**src/rtl/spi_pkg.sv**
```systemverilog
// Shared SPI constants and edge helper. The SPI master uses the same constants in loopback tests.
package spi_pkg;

  localparam int         SPI_DATA_W     = 8;
  localparam logic [1:0] SPI_MODE0      = 2'b00;  // {CPOL, CPHA}
  localparam logic [7:0] SPI_DEFAULT_TX = 8'hFF;

  typedef struct packed {
    logic rise;
    logic fall;
  } edge_t;

  function automatic edge_t detect_edge(input logic cur, input logic prev);
    edge_t e;
    e.rise = cur & ~prev;
    e.fall = ~cur & prev;
    return e;
  endfunction

endpackage

```
**src/rtl/spi_slave_sync_ff.sv**
```systemverilog
// Generic N-flop synchroniser that brings one asynchronous pin into the clk domain.
module sync_ff #(
  parameter int   STAGES    = 2,
  parameter logic RESET_VAL = 1'b0
) (
  input  logic clk,
  input  logic reset,
  input  logic d,
  output logic q
);

  logic [STAGES-1:0] chain_r;

  // Shift the pin through the synchroniser chain.
  always_ff @(posedge clk or posedge reset) begin
    if (reset) chain_r <= {STAGES{RESET_VAL}};
    else       chain_r <= {chain_r[STAGES-2:0], d};
  end

  assign q = chain_r[STAGES-1];

endmodule

```
**src/rtl/spi_slave.sv**
```systemverilog
// Mode-0 SPI responder, MSB first, with UART-like rx/tx handshakes for the CPU.
module spi_slave
  import spi_pkg::*;
#(
  parameter int                DATA_W      = SPI_DATA_W,
  parameter int                SYNC_STAGES = 2,
  parameter logic [DATA_W-1:0] DEFAULT_TX  = DATA_W'(SPI_DEFAULT_TX)
) (
  input  logic              clk,
  input  logic              reset,
  input  logic              spi_SCK,
  input  logic              spi_MOSI,
  input  logic              spi_SS,
  output logic              spi_MISO,
  output logic              miso_oe,
  input  logic [DATA_W-1:0] tx_data,
  input  logic              tx_load,
  output logic              tx_ready,
  output logic [DATA_W-1:0] rx_data,
  output logic              rx_full,
  input  logic              rx_rd,
  output logic              rx_overrun
);

  localparam int              CNT_W    = $clog2(DATA_W + 1);
  localparam logic [CNT_W-1:0] CNT_ONE  = CNT_W'(1);
  localparam logic [CNT_W-1:0] CNT_LAST = CNT_W'(DATA_W - 1);
  localparam logic [CNT_W-1:0] CNT_FULL = CNT_W'(DATA_W);
  localparam logic             CPOL     = SPI_MODE0[1];

  logic sck_sync_s, mosi_sync_s, ss_sync_s;

  sync_ff #(.STAGES(SYNC_STAGES), .RESET_VAL(1'b0)) u_sync_sck (
    .clk(clk), .reset(reset), .d(spi_SCK), .q(sck_sync_s));
  sync_ff #(.STAGES(SYNC_STAGES), .RESET_VAL(1'b0)) u_sync_mosi (
    .clk(clk), .reset(reset), .d(spi_MOSI), .q(mosi_sync_s));
  sync_ff #(.STAGES(SYNC_STAGES), .RESET_VAL(1'b1)) u_sync_ss (
    .clk(clk), .reset(reset), .d(spi_SS), .q(ss_sync_s));

  logic              sck_hist_r, ss_hist_r, mosi_d_r;
  logic              sck_rise_r, sck_fall_r, ss_fall_r, ss_rise_r;
  logic [CNT_W-1:0]  bit_cnt_r;
  logic [DATA_W-2:0] rx_shift_r;
  logic [DATA_W-2:0] tx_shift_r;  // bits still to send; the current MSB sits in spi_MISO
  logic [DATA_W-1:0] tx_buf_r;

  edge_t             sck_edge_s, ss_edge_s;
  logic [DATA_W-1:0] rx_byte_s, tx_src_s;
  logic [CNT_W-1:0]  cnt_next_s;
  logic              reload_s, shift_s, byte_done_s;

  assign sck_edge_s = detect_edge(sck_sync_s ^ CPOL, sck_hist_r);
  assign ss_edge_s  = detect_edge(ss_sync_s, ss_hist_r);
  assign rx_byte_s  = {rx_shift_r, mosi_d_r};
  assign tx_src_s   = tx_ready ? DEFAULT_TX : tx_buf_r;
  assign miso_oe    = ~ss_sync_s;

  // Bit-counter next state and the frame events derived from it.
  always_comb begin
    cnt_next_s  = bit_cnt_r;
    reload_s    = 1'b0;
    shift_s     = 1'b0;
    byte_done_s = 1'b0;
    if (ss_fall_r) begin
      cnt_next_s = '0;
      reload_s   = 1'b1;
    end else if (ss_rise_r) begin
      cnt_next_s = '0;
    end else if (sck_rise_r) begin
      cnt_next_s  = bit_cnt_r + CNT_ONE;
      byte_done_s = (bit_cnt_r == CNT_LAST);
    end else if (sck_fall_r && (bit_cnt_r == CNT_FULL)) begin
      cnt_next_s = '0;
      reload_s   = 1'b1;
    end else if (sck_fall_r && (bit_cnt_r != '0)) begin
      shift_s = 1'b1;
    end else begin
      cnt_next_s = bit_cnt_r;
    end
  end

  // Edge pulses, shift registers and the rx/tx handshake state.
  always_ff @(posedge clk or posedge reset) begin
    if (reset) begin
      sck_hist_r <= CPOL;
      ss_hist_r  <= 1'b1;
      mosi_d_r   <= 1'b0;
      sck_rise_r <= 1'b0;
      sck_fall_r <= 1'b0;
      ss_fall_r  <= 1'b0;
      ss_rise_r  <= 1'b0;
      bit_cnt_r  <= '0;
      rx_shift_r <= '0;
      tx_shift_r <= '0;
      tx_buf_r   <= '0;
      spi_MISO   <= 1'b0;
      tx_ready   <= 1'b1;
      rx_data    <= '0;
      rx_full    <= 1'b0;
      rx_overrun <= 1'b0;
    end else begin
      sck_hist_r <= sck_sync_s ^ CPOL;
      ss_hist_r  <= ss_sync_s;
      mosi_d_r   <= mosi_sync_s;
      // SCK activity only counts while selected.
      sck_rise_r <= sck_edge_s.rise & ~ss_sync_s;
      sck_fall_r <= sck_edge_s.fall & ~ss_sync_s;
      ss_fall_r  <= ss_edge_s.fall;
      ss_rise_r  <= ss_edge_s.rise;
      bit_cnt_r  <= cnt_next_s;

      if (sck_rise_r) rx_shift_r <= rx_byte_s[DATA_W-2:0];

      if (reload_s) begin
        tx_shift_r <= tx_src_s[DATA_W-2:0];
        spi_MISO   <= tx_src_s[DATA_W-1];
        tx_ready   <= 1'b1;
      end else if (shift_s) begin
        spi_MISO   <= tx_shift_r[DATA_W-2];
        tx_shift_r <= {tx_shift_r[DATA_W-3:0], 1'b0};
      end

      // A load in the reload cycle sees the pre-reload tx_ready and stays pending.
      if (tx_load && tx_ready) begin
        tx_buf_r <= tx_data;
        tx_ready <= 1'b0;
      end

      if (rx_rd) begin
        rx_full    <= 1'b0;
        rx_overrun <= 1'b0;
      end
      if (byte_done_s) begin
        if (!rx_full || rx_rd) begin
          rx_data <= rx_byte_s;
          rx_full <= 1'b1;
        end else begin
          rx_overrun <= 1'b1;
        end
      end
    end
  end

endmodule

```
**config.mk**
```make
export PLATFORM = sky130hd
export DESIGN_NAME = spi_slave
export DESIGN_NICKNAME = d
export VERILOG_FILES = /design/src/rtl/spi_pkg.sv /design/src/rtl/spi_slave_sync_ff.sv /design/src/rtl/spi_slave.sv
export SDC_FILE = /design/constraint.sdc
export NUM_CORES = 1
export LEC_CHECK = 0
export CAP_MARGIN = 25
export CORE_MARGIN = 2
export CORE_UTILIZATION = 50
export CTS_CLUSTER_DIAMETER = 200
export DETAILED_ROUTE_END_ITERATION = 16
export PLACE_DENSITY = 0.74
export SLEW_MARGIN = 5
export SYNTH_ARGS = -nofsm -noshare
export SYNTH_HDL_FRONTEND = slang
export SYNTH_SLANG_ARGS = --single-unit
```
**constraint.sdc**
```tcl
create_clock -name clk -period 4.5 [get_ports clk]
set_clock_uncertainty 0.05 [all_clocks]
set_input_delay 0.45 -clock clk [delete_from_list [all_inputs] [get_ports clk]]
set_output_delay 0.45 -clock clk [all_outputs]
set_load 0.02 [all_outputs]
```
==> flow_metrics.tcl <==
set metrics [dict create \
    dp.cells 210 \
    grt_pass1_wl_um 4930 \
    period_needed_ns 2.31 \
    coreArea_mm2 0.00372 \
    synth_edf_count 0 \
    die_width_um 66.7 \
    drtIter0Drc 37 \
    max_freq_mhz 433 \
    initial_utilization 0.529 \
    max-slew-margin-rel 0.364 \
    dp_hpwl_um 2040 \
    start_kind "register" \
    setup_viol 0 \
    detail-route-antenna-nets 0 \
    num_antenna_cells 0 \
    cts_setup_buffers 0 \
    peakVddDrop_mv 0.249 \
    io_pins 28 \
    p_leak_nw 1.04 \
    routed_wl_um 2890 \
    finalPower_w 0.000986 \
    antenna_found_initial 0 \
    dr_total_vias 1105 \
    wl_per_cell_um 13.2 \
    ys_seq_elements 51 \
    cts_tree "yes" \
    slew_violations 0 \
    clk_latency_ns 0.29 \
    place.port_buffers 27 \
    gp_congestion 0.691 \
    row_count 22 \
    outcome "finished, final reports clean" \
    cts-htree-levels 2 \
    critPathRequiredTime_ns 4.68 \
    cts-resized-gates 0 \
    rsz0062_at_grt "no" \
    critPathMaxFanout 13 \
    fin_nets 187 \
    clk_pin_slew_ns 0.09 \
    synth_fp_nets 156 \
    gr-usage-all-layers 0.149 \
    syn-cell-area_mm2 0.00197 \
    gr-total-overflow 0 \
    hold_buffers 0 \
    drive_gt1_frac 0.222 \
    viasPerCell 5.05 \
    finalHoldWorstSlack_ns 0.305 \
    worstSetupEndpointType "register" \
    clock-sinks 51 \
    hp-class "reg2reg" \
    tightest_slew_ns 0.941 \
    drt_pass1_iterations 3 \
    async_flop_share 1.00 \
    synthFlopType "dfrtp_1" \
    area_growth_pct 22.1 \
    cts_root_buf "clkbuf_8" \
    yosys_warnings 0 \
    final_cells 219 \
    crit_arrival_ns 2.49 \
    fillCellCount 298 \
    cts.path.max_buffers 2 \
    synth_cell_types 27 \
    path_class "reg2reg" \
    grt_pass1_vias 1090 \
    setup_tns_ns 0 \
    die_y_um 66.7 \
    drc_errors 0 \
    fin_crit_sh 0.513 \
    max_cap_viol_count 0 \
    grt_max_degree 52 \
    ys_seq_area_frac 0.652 \
    synth_area_per_cell_um2 14.1 \
    synth_cells 139 \
    dieArea_mm2 0.00445 \
    numCtsBuffers 5 \
    finalHoldViolCount 0 \
    powerDensity_mw_per_mm2 411 \
]
[sequential cells by signal, indices dropped and copies added (netlist names), 2 cells and up]
| register | count |
|---|---|
| u_sync_mosi.chain_r | 2 |
| u_sync_sck.chain_r | 2 |
| rx_shift_r | 7 |
| tx_shift_r | 7 |
| bit_cnt_r | 4 |
| tx_buf_r | 8 |
| rx_data | 8 |
| u_sync_ss.chain_r | 2 |
[stage by stage]
stage	utilization	instance area, um^2	setup slack [ns]
2_1_floorplan	-	1970	2.65
3_3_place_gp	0.612	2270	2.34
3_5_place_dp	0.612	2270	2.22
4_1_cts	0.640	2380	2.19
5_1_grt	0.646	2400	1.99
6_report	0.646	2400	2.19
[cell families after synthesis]
kind of cell / Yosys count / synth area share
flip-flops: 51 / 0.652
AO/OA/AOI/OAI: 13 / 0.0509
buffers and inverters: 9 / 0.0210
AND/OR/NAND/NOR: 35 / 0.102
adder cells (fa/ha/maj): 2 / 0.0127
XOR/XNOR: 2 / 0.00891
multiplexers: 27 / 0.152
[layout make-up]
class	count	area, um^2	share of cell area
Sequential cell	51	1280	0.534
Multi-Input combinational cell	79	643	0.268
Clock inverter	1	30.0	0.0125
Inverter	5	18.8	0.00782
Timing Repair Buffer	28	290	0.121
Clock buffer	7	76.3	0.0318
Tap cell	48	60.1	0.0250
[synthesized netlist by cell type, drive strengths merged (2+ instances only)]
cell type	count	share of area
dfrtp	47	0.60
mux2	23	0.13
nor2	18	0.034
a221o	5	0.025
inv	5	0.0095
dfstp	4	0.053
mux2i	4	0.020
a21oi	3	0.0076
clkbuf	3	0.0057
nand2	3	0.0057
nor2b	3	0.011
a22oi	2	0.0076
ha	2	0.013
nand2b	2	0.0064
nor3	2	0.0051
nor3b	2	0.0076
xnor2	2	0.0089
[worst max-delay path, cell delays in order (launching register included)]
cell and delay [ns]:
dfrtp_1 0.41, inv_1 0.06, ha_1 0.18, nor2b_1 0.18
a41oi_1 0.80, nor2b_2 0.38, a221o_1 0.18
[metal layers]
metal,up-vias,global-route usage,share of wire
met3,3,0.0456,0.048
met2,26,0.255,0.52
li1,540,-,-
met5,-,0,0
met4,0,0.0230,0.0055
met1,536,0.189,0.43
[where the power goes]
group          internal (W)  switching, W
sequential         0.000525     0.0000428
combinational     0.0000705     0.0000434
clock              0.000166      0.000138
total              0.000762      0.000224
[layout by cell type, fill, tap and decap left out, types with 3 or more instances in the layout]
cell type,synthesis,final
clkdlybuf4s50_1,0,27
dfstp_2,4,4
a21oi_1,3,3
nor2_1,18,18
inv_1,5,4
dfrtp_1,47,47
mux2i_1,4,4
a221o_1,5,5
nand2_1,3,3
clkbuf_8,0,5
mux2_2,23,23
[path summary, 6_finish.rpt]
path	depth (start not counted)	slack, ns	end	from
worst max register to register	6	2.19	spi_MISO	bit_cnt_r[0]
worst min-delay path	0	0.30	u_sync_sck.chain_r[1]	u_sync_sck.chain_r[0]
min in group asynchronous	2	0.36	rx_data[2]	reset
worst min register to register	0	0.30	u_sync_sck.chain_r[1]	u_sync_sck.chain_r[0]
worst max-delay path	6	2.19	spi_MISO	bit_cnt_r[0]
max in group asynchronous	3	3.49	u_sync_ss.chain_r[1]	reset
Note: power is estimated with default switching activity, not from simulation.
